==> config.mk <==
export PLATFORM = sky130hd
export DESIGN_NAME = conv_sequencer
export DESIGN_NICKNAME = d
export VERILOG_FILES = /design/src/rtl/conv_pkg.sv /design/src/rtl/conv_sequencer_lat_timer.sv /design/src/rtl/conv_sequencer.sv
export SDC_FILE = /design/constraint.sdc
export NUM_CORES = 1
export LEC_CHECK = 0
export CAP_MARGIN = 10
export CORE_UTILIZATION = 38
export DETAILED_ROUTE_END_ITERATION = 12
export GPL_TIMING_DRIVEN = 1
export PLACE_DENSITY = 0.78
export RECOVER_POWER = 50
export SYNTH_ARGS = -nofsm -noshare
export SYNTH_HDL_FRONTEND = slang
export SYNTH_HIERARCHICAL = 1
export SYNTH_SLANG_ARGS = --single-unit
export TNS_END_PERCENT = 10
==> constraint.sdc <==
create_clock -name clk -period 2.3 [get_ports clk]
set_clock_uncertainty 0.1 [all_clocks]
set_input_delay 0.345 -clock clk [delete_from_list [all_inputs] [get_ports clk]]
set_output_delay 0.345 -clock clk [all_outputs]
set_load 0.05 [all_outputs]
==> src/rtl/conv_pkg.sv <==
// conv_pkg: shared definitions for the convolution control path.
//   - state_t  : sequencer states
//   - CTL_*    : bit positions inside the datapath control bundle
//   - CTL_W    : control bundle width
//   - IMG_*    : interior pixel bounds of the frame
//   - TMR_W    : width of the memory-latency wait counter
package conv_pkg;

    localparam int CTL_W = 23;

    localparam int CTL_EN_KEY         = 0;
    localparam int CTL_S_KEY          = 1;
    localparam int CTL_EN_INC_KER     = 2;
    localparam int CTL_S_INC_KER      = 3;
    localparam int CTL_EN_KER_ADDR    = 4;
    localparam int CTL_S_KER_ADDR     = 5;
    localparam int CTL_EN_READ_PIX    = 6;
    localparam int CTL_S_READ_PIX     = 7;
    localparam int CTL_EN_RST_INC_PIX = 8;
    localparam int CTL_EN_INC_PIX     = 9;
    localparam int CTL_S_INC_PIX      = 10;
    localparam int CTL_EN_RST_NINE    = 11;
    localparam int CTL_EN_INC_NINE    = 12;
    localparam int CTL_S_INC_NINE     = 13;
    localparam int CTL_EN_LOAD_NINE   = 14;
    localparam int CTL_S_LOAD_NINE    = 15;
    localparam int CTL_EN_RST_SUMNINE = 16;
    localparam int CTL_EN_INC_SUM     = 17;
    localparam int CTL_S_INC_SUM      = 18;
    localparam int CTL_EN_APPLY_KER   = 19;
    localparam int CTL_S_APPLY_KER    = 20;
    localparam int CTL_EN_FINAL_KER   = 21;
    localparam int CTL_S_FINAL_KER    = 22;

    // Interior pixels run 1..119 in both dimensions (121x121 frame).
    localparam int IMG_MIN = 1;
    localparam int IMG_MAX = 119;

    localparam int TMR_W = 3;

    typedef enum logic [3:0] {
        ST_IDLE,
        ST_KEY,
        ST_KER_INIT,
        ST_KER_WAIT,
        ST_KER_CAP,
        ST_PIX_INIT,
        ST_NB_INIT,
        ST_NB_WAIT,
        ST_NB_CAP,
        ST_SUM_INIT,
        ST_SUM,
        ST_WRITE,
        ST_NEXT,
        ST_DONE
    } state_t;

endpackage

==> src/rtl/conv_sequencer_lat_timer.sv <==
// lat_timer: loadable down-counter that paces the memory wait states.
//   clk, rst_n : clock, async active-low reset (counter -> 0)
//   load       : load 'value' this cycle (takes priority over counting)
//   value      : reload value
//   zero       : counter is 0 (the wait is over)
// When not loading the counter decrements until it reaches 0 and then holds.
module lat_timer #(
    parameter int W = 3
) (
    input  logic         clk,
    input  logic         rst_n,
    input  logic         load,
    input  logic [W-1:0] value,
    output logic         zero
);

    logic [W-1:0] r_cnt;

    always_ff @(posedge clk or negedge rst_n) begin
        if (!rst_n) begin
            r_cnt <= '0;
        end else if (load) begin
            r_cnt <= value;
        end else if (r_cnt != '0) begin
            r_cnt <= r_cnt - 1'b1;
        end
    end

    assign zero = (r_cnt == '0);

endmodule

==> src/rtl/conv_sequencer.sv <==
// conv_sequencer: control FSM for the image-convolution datapath.
// Sequence per frame: key read, 9-tap kernel load, then for every interior
// pixel a 3x3 neighbourhood load, 9-step MAC and a write-back.
//   clk, rst_n        : clock, async active-low reset
//   start             : frame request, honoured only in IDLE
//   abort             : cancel the frame from any non-IDLE state
//   ker_final_addr    : last kernel tap addressed (sampled in KER_CAP)
//   pix_final_addr    : last interior pixel addressed (sampled in NEXT)
//   nine_flag         : last neighbourhood tap addressed (sampled in NB_CAP)
//   sum_flag          : last MAC step (sampled in SUM)
//   ctl               : datapath control bundle, decoded from state + flags
//   busy              : not IDLE
//   done              : one-cycle pulse after the last write-back
module conv_sequencer
    import conv_pkg::*;
#(
    parameter int MEM_LAT = 1
) (
    input  logic             clk,
    input  logic             rst_n,
    input  logic             start,
    input  logic             abort,
    input  logic             ker_final_addr,
    input  logic             pix_final_addr,
    input  logic             nine_flag,
    input  logic             sum_flag,
    output logic [CTL_W-1:0] ctl,
    output logic             busy,
    output logic             done
);

    // WAIT states last MEM_LAT cycles: the timer is loaded with MEM_LAT-1 on
    // the way in and the WAIT state exits on the cycle it reads zero.
    localparam logic [TMR_W-1:0] LAT_LD = TMR_W'(MEM_LAT - 1);

    state_t           r_state;
    state_t           w_nxt;
    logic [CTL_W-1:0] w_ctl;
    logic             w_load;
    logic             w_zero;
    logic             w_done;

    lat_timer #(
        .W (TMR_W)
    ) u_lat_timer (
        .clk   (clk),
        .rst_n (rst_n),
        .load  (w_load),
        .value (LAT_LD),
        .zero  (w_zero)
    );

    always_ff @(posedge clk or negedge rst_n) begin
        if (!rst_n) begin
            r_state <= ST_IDLE;
        end else begin
            r_state <= w_nxt;
        end
    end

    always_comb begin
        w_nxt  = r_state;
        w_ctl  = '0;
        w_load = 1'b0;
        w_done = 1'b0;

        case (r_state)
            ST_IDLE: begin
                if (start && !abort) w_nxt = ST_KEY;
            end
            ST_KEY: begin
                w_ctl[CTL_EN_KEY] = 1'b1;
                w_ctl[CTL_S_KEY]  = 1'b1;
                w_nxt             = ST_KER_INIT;
            end
            ST_KER_INIT: begin
                // inc_ker with select low clears the kernel address
                w_ctl[CTL_EN_INC_KER] = 1'b1;
                w_load                = 1'b1;
                w_nxt                 = ST_KER_WAIT;
            end
            ST_KER_WAIT: begin
                if (w_zero) w_nxt = ST_KER_CAP;
            end
            ST_KER_CAP: begin
                w_ctl[CTL_EN_KER_ADDR] = 1'b1;
                w_ctl[CTL_S_KER_ADDR]  = 1'b1;
                if (!ker_final_addr) begin
                    w_ctl[CTL_EN_INC_KER] = 1'b1;
                    w_ctl[CTL_S_INC_KER]  = 1'b1;
                    w_load                = 1'b1;
                    w_nxt                 = ST_KER_WAIT;
                end else begin
                    w_nxt = ST_PIX_INIT;
                end
            end
            ST_PIX_INIT: begin
                // read_pix with select low parks the pixel address at (1,1)
                w_ctl[CTL_EN_READ_PIX] = 1'b1;
                w_nxt                  = ST_NB_INIT;
            end
            ST_NB_INIT: begin
                w_ctl[CTL_EN_RST_INC_PIX] = 1'b1;
                w_ctl[CTL_EN_RST_NINE]    = 1'b1;
                w_load                    = 1'b1;
                w_nxt                     = ST_NB_WAIT;
            end
            ST_NB_WAIT: begin
                if (w_zero) w_nxt = ST_NB_CAP;
            end
            ST_NB_CAP: begin
                w_ctl[CTL_EN_LOAD_NINE] = 1'b1;
                w_ctl[CTL_S_LOAD_NINE]  = 1'b1;
                if (!nine_flag) begin
                    w_ctl[CTL_EN_INC_NINE] = 1'b1;
                    w_ctl[CTL_S_INC_NINE]  = 1'b1;
                    w_ctl[CTL_EN_INC_PIX]  = 1'b1;
                    w_ctl[CTL_S_INC_PIX]   = 1'b1;
                    w_load                 = 1'b1;
                    w_nxt                  = ST_NB_WAIT;
                end else begin
                    w_nxt = ST_SUM_INIT;
                end
            end
            ST_SUM_INIT: begin
                w_ctl[CTL_EN_APPLY_KER]   = 1'b1;
                w_ctl[CTL_EN_RST_SUMNINE] = 1'b1;
                w_nxt                     = ST_SUM;
            end
            ST_SUM: begin
                w_ctl[CTL_EN_APPLY_KER] = 1'b1;
                w_ctl[CTL_S_APPLY_KER]  = 1'b1;
                if (!sum_flag) begin
                    w_ctl[CTL_EN_INC_SUM] = 1'b1;
                    w_ctl[CTL_S_INC_SUM]  = 1'b1;
                end else begin
                    w_nxt = ST_WRITE;
                end
            end
            ST_WRITE: begin
                w_ctl[CTL_EN_FINAL_KER] = 1'b1;
                w_ctl[CTL_S_FINAL_KER]  = 1'b1;
                w_nxt                   = ST_NEXT;
            end
            ST_NEXT: begin
                w_ctl[CTL_EN_FINAL_KER] = 1'b1;
                if (pix_final_addr) begin
                    w_nxt = ST_DONE;
                end else begin
                    w_ctl[CTL_EN_READ_PIX] = 1'b1;
                    w_ctl[CTL_S_READ_PIX]  = 1'b1;
                    w_nxt                  = ST_NB_INIT;
                end
            end
            ST_DONE: begin
                w_done = 1'b1;
                w_nxt  = ST_IDLE;
            end
            default: begin
                w_nxt = ST_IDLE;
            end
        endcase

        // Abort wins over everything: drop to IDLE and force datapath we low.
        if (abort && (r_state != ST_IDLE)) begin
            w_ctl                   = '0;
            w_ctl[CTL_EN_FINAL_KER] = 1'b1;
            w_load                  = 1'b0;
            w_done                  = 1'b0;
            w_nxt                   = ST_IDLE;
        end
    end

    assign ctl  = w_ctl;
    assign done = w_done;
    assign busy = (r_state != ST_IDLE);

endmodule
==> results.ini, run 1 <==
[worst_setup_path]
cp_slowest_stage_delay_ns = 0.48
critPathRequiredTime_ns = 1.86
worstPathMaxFanout = 7
worst_setup_path_end_kind = primary output
cp_cell_sequence = or2_1 -> buf_4 -> nor4_1 -> buf_12
worst_r2r_path_depth = 6
slowest_stage = nor4_1
crit_arrival_ns = 1.76
crit_type = reg -> out
start_kind = flip-flop

[cts]
clk_pin_slew_ns = 0.05
cts_buffers = 3
clk_path_buf_depth = 2
htree_levels = 1
cts_sinks = 7
clock-root-buffer = clkbuf_4
cts_tree = built
clkLatencyLatePin_ns = 0.25
postCtsSetupBuffers = 0

[sta]
fin_crit_ns = 2.20
max_freq_ghz = 0.454
whs_ns = 0.312
worst_slew_pin_slew_ns = 0.545
period_share_pct = 95.7
hold_viol = 0
setup_viol = 0
report.final.slew_viol_count = 0
rsz0062_at_grt = false
slew_headroom_pct = 63.4

[cells_and_area]
syn2layout_area_growth_pct = 69.5
nFillCells = 155
final_cell_mix = buf_12 (21), nor2_1 (15), buf_4 (13), nand2b_1 (7), inv_1 (7)
stdcell_area_mm2 = 0.00140
layout_commonest_cell = buf_12
drive_gt1_share_pct = 32.2
nNetsFinal = 157
diodes = 0

[die]
dieHeight_um = 48.6
std_cell_rows = 16
die_x_um = 48.6
dieArea_mm2 = 0.00236
core_area_mm2 = 0.00200
start_util_pct = 41.3
io-pin-count = 33

[logic_synthesis]
synth_edf_count = 0
synth_top_family_by_area = simple AND/OR/NAND/NOR gates
synthArstFlopShare_pct = 100
synthCells = 110
synth_cell_types = 41
synth_fa_ha_area_share_pct = 3.03
synthFlopType = dfrtp_1
syn_avg_cell_area_um2 = 7.51
synth_mux_area_share_pct = 2.42
synth_compound_area_share_pct = 21.1
yosysWarnings = 6
synth_area_um2 = 826
synth_seq_area_share_pct = 21.2
synth_xor_area_share_pct = 0
synthSimpleGateAreaFrac_pct = 34.7
ys_ff_latch = 7

[global_route]
grt_overflow_total = 0
gr-usage-all-layers_pct = 22.1
grt_pass1_vias = 875
antenna_found_initial = 0
grt_pass1_wl_mm = 4.05
grt_max_degree = 16

[route]
ant_nets = 0
vias = 933
wl_per_cell_um = 14.4
first_pass_iters = 4
drc_errors = 0
drtIter0Drc = 30
viasPerCell = 5.39
routed_wl_mm = 2.49

[placed_design]
io_buffers = 32
place_congestion = 0.900
placed_area_mm2 = 0.00143
dpl.hpwl_mm = 2.02

[run]
maxCapViolCount = 0

[outcome]
status = completed

[pwr]
p_per_area_mw_per_mm2 = 943
p_leak_nw = 0.605
peakVddDrop_uv = 598

[hold_path]
hold_path_class = in -> async

-- synth_stat cells (2+ instances only) --
| cell | count | area share, % |
|---|---|---|
| nor2_1 | 15 | 6.8 |
| buf_4 | 9 | 8.2 |
| dfrtp_1 | 7 | 21 |
| inv_1 | 7 | 3.2 |
| nand2b_1 | 7 | 5.3 |
| a21oi_1 | 5 | 3.0 |
| nor3_1 | 5 | 3.0 |
| nand2_1 | 4 | 1.8 |
| o21ai_0 | 4 | 2.4 |
| a31oi_1 | 3 | 2.3 |
| clkbuf_1 | 3 | 1.4 |
| nor2b_1 | 3 | 2.3 |
| nor4_1 | 3 | 2.3 |
| buf_2 | 2 | 1.2 |
| buf_6 | 2 | 2.7 |
| ha_1 | 2 | 3.0 |
| mux2i_1 | 2 | 2.4 |
| nor4b_1 | 2 | 2.1 |
| or2b_1 | 2 | 1.8 |
| or3b_1 | 2 | 2.1 |
-- cell type report --
cell class	count	area, um2	share of cell area, %
Multi-Input combinational cell	81	519	37.1
Inverter	7	26.3	1.88
Tap cell	27	33.8	2.41
Clock buffer	4	26.3	1.88
Sequential cell	7	176	12.6
Timing Repair Buffer	47	618	44.1
-- repair_timing --
item,4_1_cts,5_1_grt
gates resized for setup,0,2
endpoints found under the setup margin,0,6
hold buffers,0,0
-- stage by stage --
| step | setup TNS, ns | total power [mW] | utilization [%] | instances | setup WS, ns |
|---|---|---|---|---|---|
| floorplan | -1.98 | 0.862 | - | 112 | -0.493 |
| global placement | 0 | 1.18 | 71.6 | 169 | 0.0877 |
| detailed placement | 0 | 1.22 | 71.6 | 169 | 0.0430 |
| CTS | 0 | 1.34 | 72.9 | 173 | 0.0373 |
| global route | 0 | 1.40 | 69.9 | 173 | 0.0596 |
| finish | 0 | 1.32 | 69.9 | 173 | 0.0981 |
-- critical path: cells and delay by family, from the launching register on --
kind	cells	cell delay [ns]
buffers and inverters	2	0.39
flip-flops	1	0.37
AND/OR/NAND/NOR	2	0.74
-- path summary, 6_finish.rpt --
path	startpoint	slack, ns	endpoint
worst max register to register	r_state[2]$_DFFE_PN0P_	0.20	u_lat_timer/r_cnt[0]$_DFFE_PN0P_
min in group clk	u_lat_timer/r_cnt[0]$_DFFE_PN0P_	0.54	u_lat_timer/r_cnt[0]$_DFFE_PN0P_
worst min register to register	u_lat_timer/r_cnt[0]$_DFFE_PN0P_	0.54	u_lat_timer/r_cnt[0]$_DFFE_PN0P_
worst min-delay path	rst_n	0.31	r_state[0]$_DFFE_PN0P_
worst max-delay path	r_state[0]$_DFFE_PN0P_	0.1	ctl[7]
max in group asynchronous	rst_n	1.54	r_state[3]$_DFFE_PN0P_
-- flip-flops by register name, summed over array words and instances (netlist names) --
| signal | flops |
|---|---|
| r_state | 4 |
| u_lat_timer/r_cnt | 3 |
-- where the power goes --
part	switching (mW)	leakage, nW	total [mW]	internal, mW
Clock	0.0468	0.0150	0.113	0.0663
Combinational	0.557	0.503	0.980	0.423
Sequential	0.0499	0.0865	0.227	0.177
Total	0.654	0.605	1.32	0.666
-- kinds of logic (layout without fill, tap and decap cells) --
family,after synthesis,in the layout
buffers and inverters,24,58
flip-flops,7,7
other,1,3
adder cells (fa/ha/maj),2,2
AO/OA/AOI/OAI,25,25
AND/OR/NAND/NOR,49,49
multiplexers,2,2
-- metal layers --
layer  global-route usage [%]  wire length [um]  up-vias
met3                     3.77               149        4
met1                     26.2               999      433
met4                     7.35                35        0
li1                         -                 -      451
met2                     39.8              1300       45
met5                        0                 0        -
Power figures use the tool's default switching activity.
==> run 2: changes to the inputs <==
RECOVER_POWER = default   (was 50)
==> results.ini, run 2 (synthesis gave the netlist of run 1 again) <==
[route]
routed_wl_mm = 2.46  ; was 2.49 mm
viasPerCell = 5.27  ; was 5.39
wl_per_cell_um = 14.2  ; was 14.4 um
drc_errors = 0  ; unchanged
ant_nets = 0  ; unchanged
first_pass_iters = 4  ; unchanged
vias = 911  ; was 933
drtIter0Drc = 40  ; was 30

[global_route]
grt_pass1_vias = 875  ; unchanged
antenna_found_initial = 0  ; unchanged
grt_max_degree = 16  ; unchanged
grt_pass1_wl_mm = 4.05  ; unchanged
grt_overflow_total = 0  ; unchanged
gr-usage-all-layers_pct = 22.1  ; unchanged

[die]
dieArea_mm2 = 0.00236  ; unchanged
dieHeight_um = 48.6  ; unchanged
start_util_pct = 41.3  ; unchanged
io-pin-count = 33  ; unchanged
core_area_mm2 = 0.00200  ; unchanged
die_x_um = 48.6  ; unchanged
std_cell_rows = 16  ; unchanged

[cells_and_area]
final_cell_mix = buf_12 (24), buf_4 (16), nor2_1 (15)  ; was buf_12 (21), nor2_1 (15), buf_4 (13), nand2b_1 (7), inv_1 (7)
nNetsFinal = 157  ; unchanged
regMostFlops = r_state  ; unchanged
syn2layout_area_growth_pct = 77.3  ; was 69.5%
stdcell_area_mm2 = 0.00146  ; was 0.00140 mm2
layout_commonest_cell = buf_12  ; unchanged
layout.cells.non_filler = 173  ; unchanged
diodes = 0  ; unchanged
largest_reg_flops = 4  ; unchanged
drive_gt1_share_pct = 34.9  ; was 32.2%
reg.largest.list = r_state: 4 flops, u_lat_timer/r_cnt: 3 flops  ; unchanged

[sta]
whs_ns = 0.241  ; was 0.312 ns
max_freq_ghz = 0.456  ; was 0.454 GHz
fin_crit_ns = 2.19  ; was 2.20 ns
rsz0062_at_grt = false  ; unchanged
period_share_pct = 95.4  ; was 95.7%
hold_viol = 0  ; unchanged
report.final.slew_viol_count = 0  ; unchanged
setup_viol = 0  ; unchanged
fin_tns_setup_ns = 0  ; unchanged

[cts]
clk_pin_slew_ns = 0.05  ; about the same
cts_sinks = 7  ; unchanged
cts_tree = built  ; unchanged
clkLatencyLatePin_ns = 0.25  ; about the same
postCtsHoldBufs = 0  ; unchanged
clock-root-buffer = clkbuf_4  ; unchanged
clk_path_buf_depth = 2  ; unchanged
cts_buffers = 3  ; unchanged
htree_levels = 1  ; unchanged

[run]
maxCapViolCount = 0  ; unchanged

[worst_setup_path]
start_kind = input pin  ; was flip-flop
worst_setup_path_end_kind = primary output  ; unchanged
critPathRequiredTime_ns = 1.86  ; about the same
crit_arrival_ns = 1.75  ; was 1.76 ns
crit_type = in -> out  ; was reg -> out
worstPathMaxFanout = 9  ; was 7

[placed_design]
placed_area_mm2 = 0.00143  ; unchanged
io_buffers = 32  ; unchanged
dpl.hpwl_mm = 2.02  ; unchanged
dp.cells = 169  ; unchanged
place_congestion = 0.900  ; unchanged

[hold_path]
hold_path_class = in -> async  ; unchanged

[outcome]
status = completed  ; unchanged

[pwr]
p_per_area_mw_per_mm2 = 917  ; was 943 mW/mm2
p_leak_nw = 0.624  ; was 0.605 nW
peakVddDrop_uv = 667  ; was 598 uV

-- run 2: cell count changes in the layout (fill, tap and decap cells not counted), sizes merged --
cell,change
clkbuf,-6
buf,+6
dlygate4sd3,-1
clkdlybuf4s50,+1
-- run 2: final cells by class --
class	instances	area, um2
Timing Repair Buffer	47	671
Fill cell	142	538
Multi-Input combinational cell	81	531
Sequential cell	7	176
Tap cell	27	33.8
Clock buffer	4	26.3
Inverter	7	26.3
-- run 2: path summary, 6_finish.rpt --
path | depth (start not counted) | startpoint | to | slack, ns
worst max-delay path | 6 | abort | ctl[3] | 0.11
worst min-delay path | 1 | rst_n | r_state[0]$_DFFE_PN0P_ | 0.24
worst max register to register | 6 | r_state[2]$_DFFE_PN0P_ | u_lat_timer/r_cnt[0]$_DFFE_PN0P_ | 0.23
worst min register to register | 2 | u_lat_timer/r_cnt[0]$_DFFE_PN0P_ | u_lat_timer/r_cnt[0]$_DFFE_PN0P_ | 0.54
max in group asynchronous | 1 | rst_n | r_state[3]$_DFFE_PN0P_ | 1.61
min in group clk | 2 | u_lat_timer/r_cnt[0]$_DFFE_PN0P_ | u_lat_timer/r_cnt[0]$_DFFE_PN0P_ | 0.54
-- run 2: report_power, final --
group / total [mW] / switching [mW] / internal (mW)
registers: 0.226 / 0.0493 / 0.177
clock network: 0.112 / 0.0461 / 0.0663
logic: 1.00 / 0.558 / 0.446
total: 1.34 / 0.654 / 0.689
-- run 2: per-layer routing --
| layer | vias to the layer above | wire length [um] | GRT usage (%) |
|---|---|---|---|
| met5 | - | 0 | 0 |
| met4 | 0 | 35 | 7.35 |
| met3 | 4 | 121 | 3.77 |
| met2 | 38 | 1300 | 39.8 |
| met1 | 422 | 999 | 26.2 |
| li1 | 447 | - | - |
-- run 2: repair_timing --
action                                  4_1_cts  5_1_grt
gates resized for setup                       0        2
setup buffers                                 0        0
endpoints found under the setup margin        0        6
endpoints found under the hold margin         0        0
-- run 2: worst max-delay path, stage by stage --
cell and delay [ns]:
clkdlybuf4s50_1 0.45, buf_4 0.20, nor2_1 0.12, nand2_1 0.13, nor3_1 0.32, buf_12 0.19
-- run 2: through the flow --
stage                     utilization [%]  power (mW)  setup slack (ns)
after CTS                            72.9        1.34            0.0373
final                                73.1        1.34             0.106
after global placement               71.6        1.18            0.0877
after global routing                 73.1        1.43            0.0517
after detailed placement             71.6        1.22            0.0430
after floorplan                         -       0.862            -0.493
==> run 3: changes to the inputs <==
PLACE_DENSITY = default   (was 0.78)
PLACE_DENSITY_LB_ADDON = 0.3   (was default)
REMOVE_ABC_BUFFERS = 1   (was default)
==> results.ini, run 3 (synthesis gave the netlist of run 1 again) <==
[cts]
cts_tree = built  ; unchanged
clkLatencyLatePin_ns = 0.25  ; about the same
cts_buffers = 3  ; unchanged
clock-root-buffer = clkbuf_4  ; unchanged
postCtsSetupBuffers = 0  ; unchanged
cts_sinks = 7  ; unchanged
clk_pin_slew_ns = 0.06  ; was 0.05 ns
clk_path_buf_depth = 2  ; unchanged
htree_levels = 1  ; unchanged

[route]
drtIter0Drc = 16  ; was 40
first_pass_iters = 4  ; unchanged
drc_errors = 0  ; unchanged
wl_per_cell_um = 14.2  ; about the same
routed_wl_mm = 2.47  ; was 2.46 mm
ant_nets = 0  ; unchanged
vias = 944  ; was 911
viasPerCell = 5.43  ; was 5.27

[cells_and_area]
syn2layout_area_growth_pct = 76.8  ; was 77.3%
nNetsFinal = 158  ; was 157
drive_gt1_share_pct = 34.0  ; was 34.9%
stdcell_area_mm2 = 0.00146  ; about the same
reg.largest.list = r_state: 4 flops, u_lat_timer/r_cnt: 3 flops  ; unchanged
nFillCells = 140  ; was 142
diodes = 0  ; unchanged
largest_reg_flops = 4  ; unchanged
final_cell_mix = buf_12 (24), buf_4 (17), nor2_1 (15)  ; was buf_12 (24), buf_4 (16), nor2_1 (15)
layout_commonest_cell = buf_12  ; unchanged
regMostFlops = r_state  ; unchanged

[sta]
rsz0062_at_grt = false  ; unchanged
hold_viol = 0  ; unchanged
report.final.slew_viol_count = 0  ; unchanged
fin_crit_ns = 2.19  ; about the same
max_freq_ghz = 0.456  ; about the same
setup_viol = 0  ; unchanged
fin_tns_setup_ns = 0  ; unchanged
period_share_pct = 95.3  ; was 95.4%

[pwr]
p_leak_nw = 0.627  ; was 0.624 nW
peakVddDrop_uv = 630  ; was 667 uV
p_per_area_mw_per_mm2 = 927  ; was 917 mW/mm2
switching_power_uw = 662  ; was 654 uW
power_mw = 1.35  ; was 1.34 mW
seq_power_share_pct = 17.7  ; was 16.8%
p_clk_share_pct = 8.5  ; was 8.4%
p_int_uw = 692  ; was 689 uW
swShare_pct = 48.9  ; was 48.7%
combPwrFrac_pct = 73.8  ; was 74.8%

[outcome]
status = completed  ; unchanged

[die]
std_cell_rows = 16  ; unchanged
dieHeight_um = 48.6  ; unchanged
start_util_pct = 41.3  ; unchanged
core_area_mm2 = 0.00200  ; unchanged
dieArea_mm2 = 0.00236  ; unchanged
die_x_um = 48.6  ; unchanged
io-pin-count = 33  ; unchanged

[worst_setup_path]
crit_type = reg -> out  ; was in -> out
ff2ff_setup_slack_ns = 0.35  ; was 0.23 ns
slowest_stage = dfrtp_1  ; was clkdlybuf4s50_1
worstPathMaxFanout = 8  ; was 9
critPathRequiredTime_ns = 1.86  ; about the same
cp_slowest_stage_delay_ns = 0.50  ; was 0.45 ns
crit_buf_inv = 2  ; was 3
start_kind = flip-flop  ; was input pin
worst_setup_path_end_kind = primary output  ; unchanged
cp_top_family = simple AND/OR/NAND/NOR gates  ; was buffers and inverters
crit_arrival_ns = 1.75  ; about the same
cp_cell_sequence = or3b_4 -> nor3_1 -> buf_4 -> buf_12  ; was clkdlybuf4s50_1 -> buf_4 -> nor2_1 -> nand2_1 -> nor3_1 -> buf_12

[placed_design]
dpl.hpwl_mm = 1.94  ; was 2.02 mm
place_congestion = 0.846  ; was 0.900
io_buffers = 32  ; unchanged
placed_area_mm2 = 0.00143  ; about the same

[global_route]
antenna_found_initial = 0  ; unchanged
grt_pass1_wl_mm = 4.06  ; was 4.05 mm
grt_max_degree = 16  ; unchanged
grt_overflow_total = 0  ; unchanged
gr-usage-all-layers_pct = 21.9  ; was 22.1%
grt_pass1_vias = 910  ; was 875

[run]
maxCapViolCount = 0  ; unchanged

[hold_path]
hold_path_class = in -> async  ; unchanged

run 3: cell count changes in the layout (fill, tap and decap cells not counted):
cell | previous run | this run
buf_4 | 16 | 17
nor3_1 | 4 | 5
nor3_2 | 1 | 0
nor4_1 | 2 | 3
nor4_2 | 1 | 0
run 3: final cells by class:
cell class	count	area [um2]	area share, %
sequential	7	176	12.1
multi-input combinational	81	519	35.6
tap	27	33.8	2.31
clock buffer	4	26.3	1.80
inverter	7	26.3	1.80
timing repair buffer	48	678	46.4
run 3: final timing paths:
check / start / end / cells after the start
worst min-delay path: rst_n / u_lat_timer/r_cnt[2]$_DFFE_PN0P_ / 1
worst min register to register: u_lat_timer/r_cnt[2]$_DFFE_PN0P_ / u_lat_timer/r_cnt[2]$_DFFE_PN0P_ / 2
max in group asynchronous: rst_n / r_state[2]$_DFFE_PN0P_ / 1
min in group clk: u_lat_timer/r_cnt[2]$_DFFE_PN0P_ / u_lat_timer/r_cnt[2]$_DFFE_PN0P_ / 2
worst max-delay path: r_state[3]$_DFFE_PN0P_ / ctl[13] / 4
worst max register to register: r_state[3]$_DFFE_PN0P_ / u_lat_timer/r_cnt[0]$_DFFE_PN0P_ / 6
run 3: what timing repair did:
action,CTS,global route
hold buffers,0,0
setup endpoints to repair,6,6
gates resized for setup,1,1
pin swaps,0,0
run 3: power groups by stage:
stage | registers, mW | logic, mW | clock network [mW]
after detailed placement | 0.236 | 0.993 | 0
after global routing | 0.246 | 1.07 | 0.130
after CTS | 0.235 | 0.997 | 0.118
final | 0.239 | 0.999 | 0.115
after global placement | 0.230 | 0.966 | 0
after floorplan | 0.265 | 0.546 | 0
run 3: layer usage:
| layer | vias to the layer above | share of wire, % | track usage [%] |
|---|---|---|---|
| li1 | 448 | - | - |
| met1 | 447 | 39 | 23.1 |
| met2 | 44 | 51 | 40.7 |
| met3 | 5 | 8.2 | 7.23 |
| met4 | 0 | 1.6 | 6.37 |
| met5 | - | 0 | 0 |
run 3: per-stage QoR:
stage	setup slack [ns]	instances	hold WS, ns	util, %
finish	0.108	174	0.253	72.9
global route	0.0244	174	0.265	72.9
detailed placement	0.0325	170	0.524	71.4
CTS	0.0388	174	0.254	72.9
floorplan	-3.23	95	-0.0506	-
global placement	0.0825	170	0.508	71.4
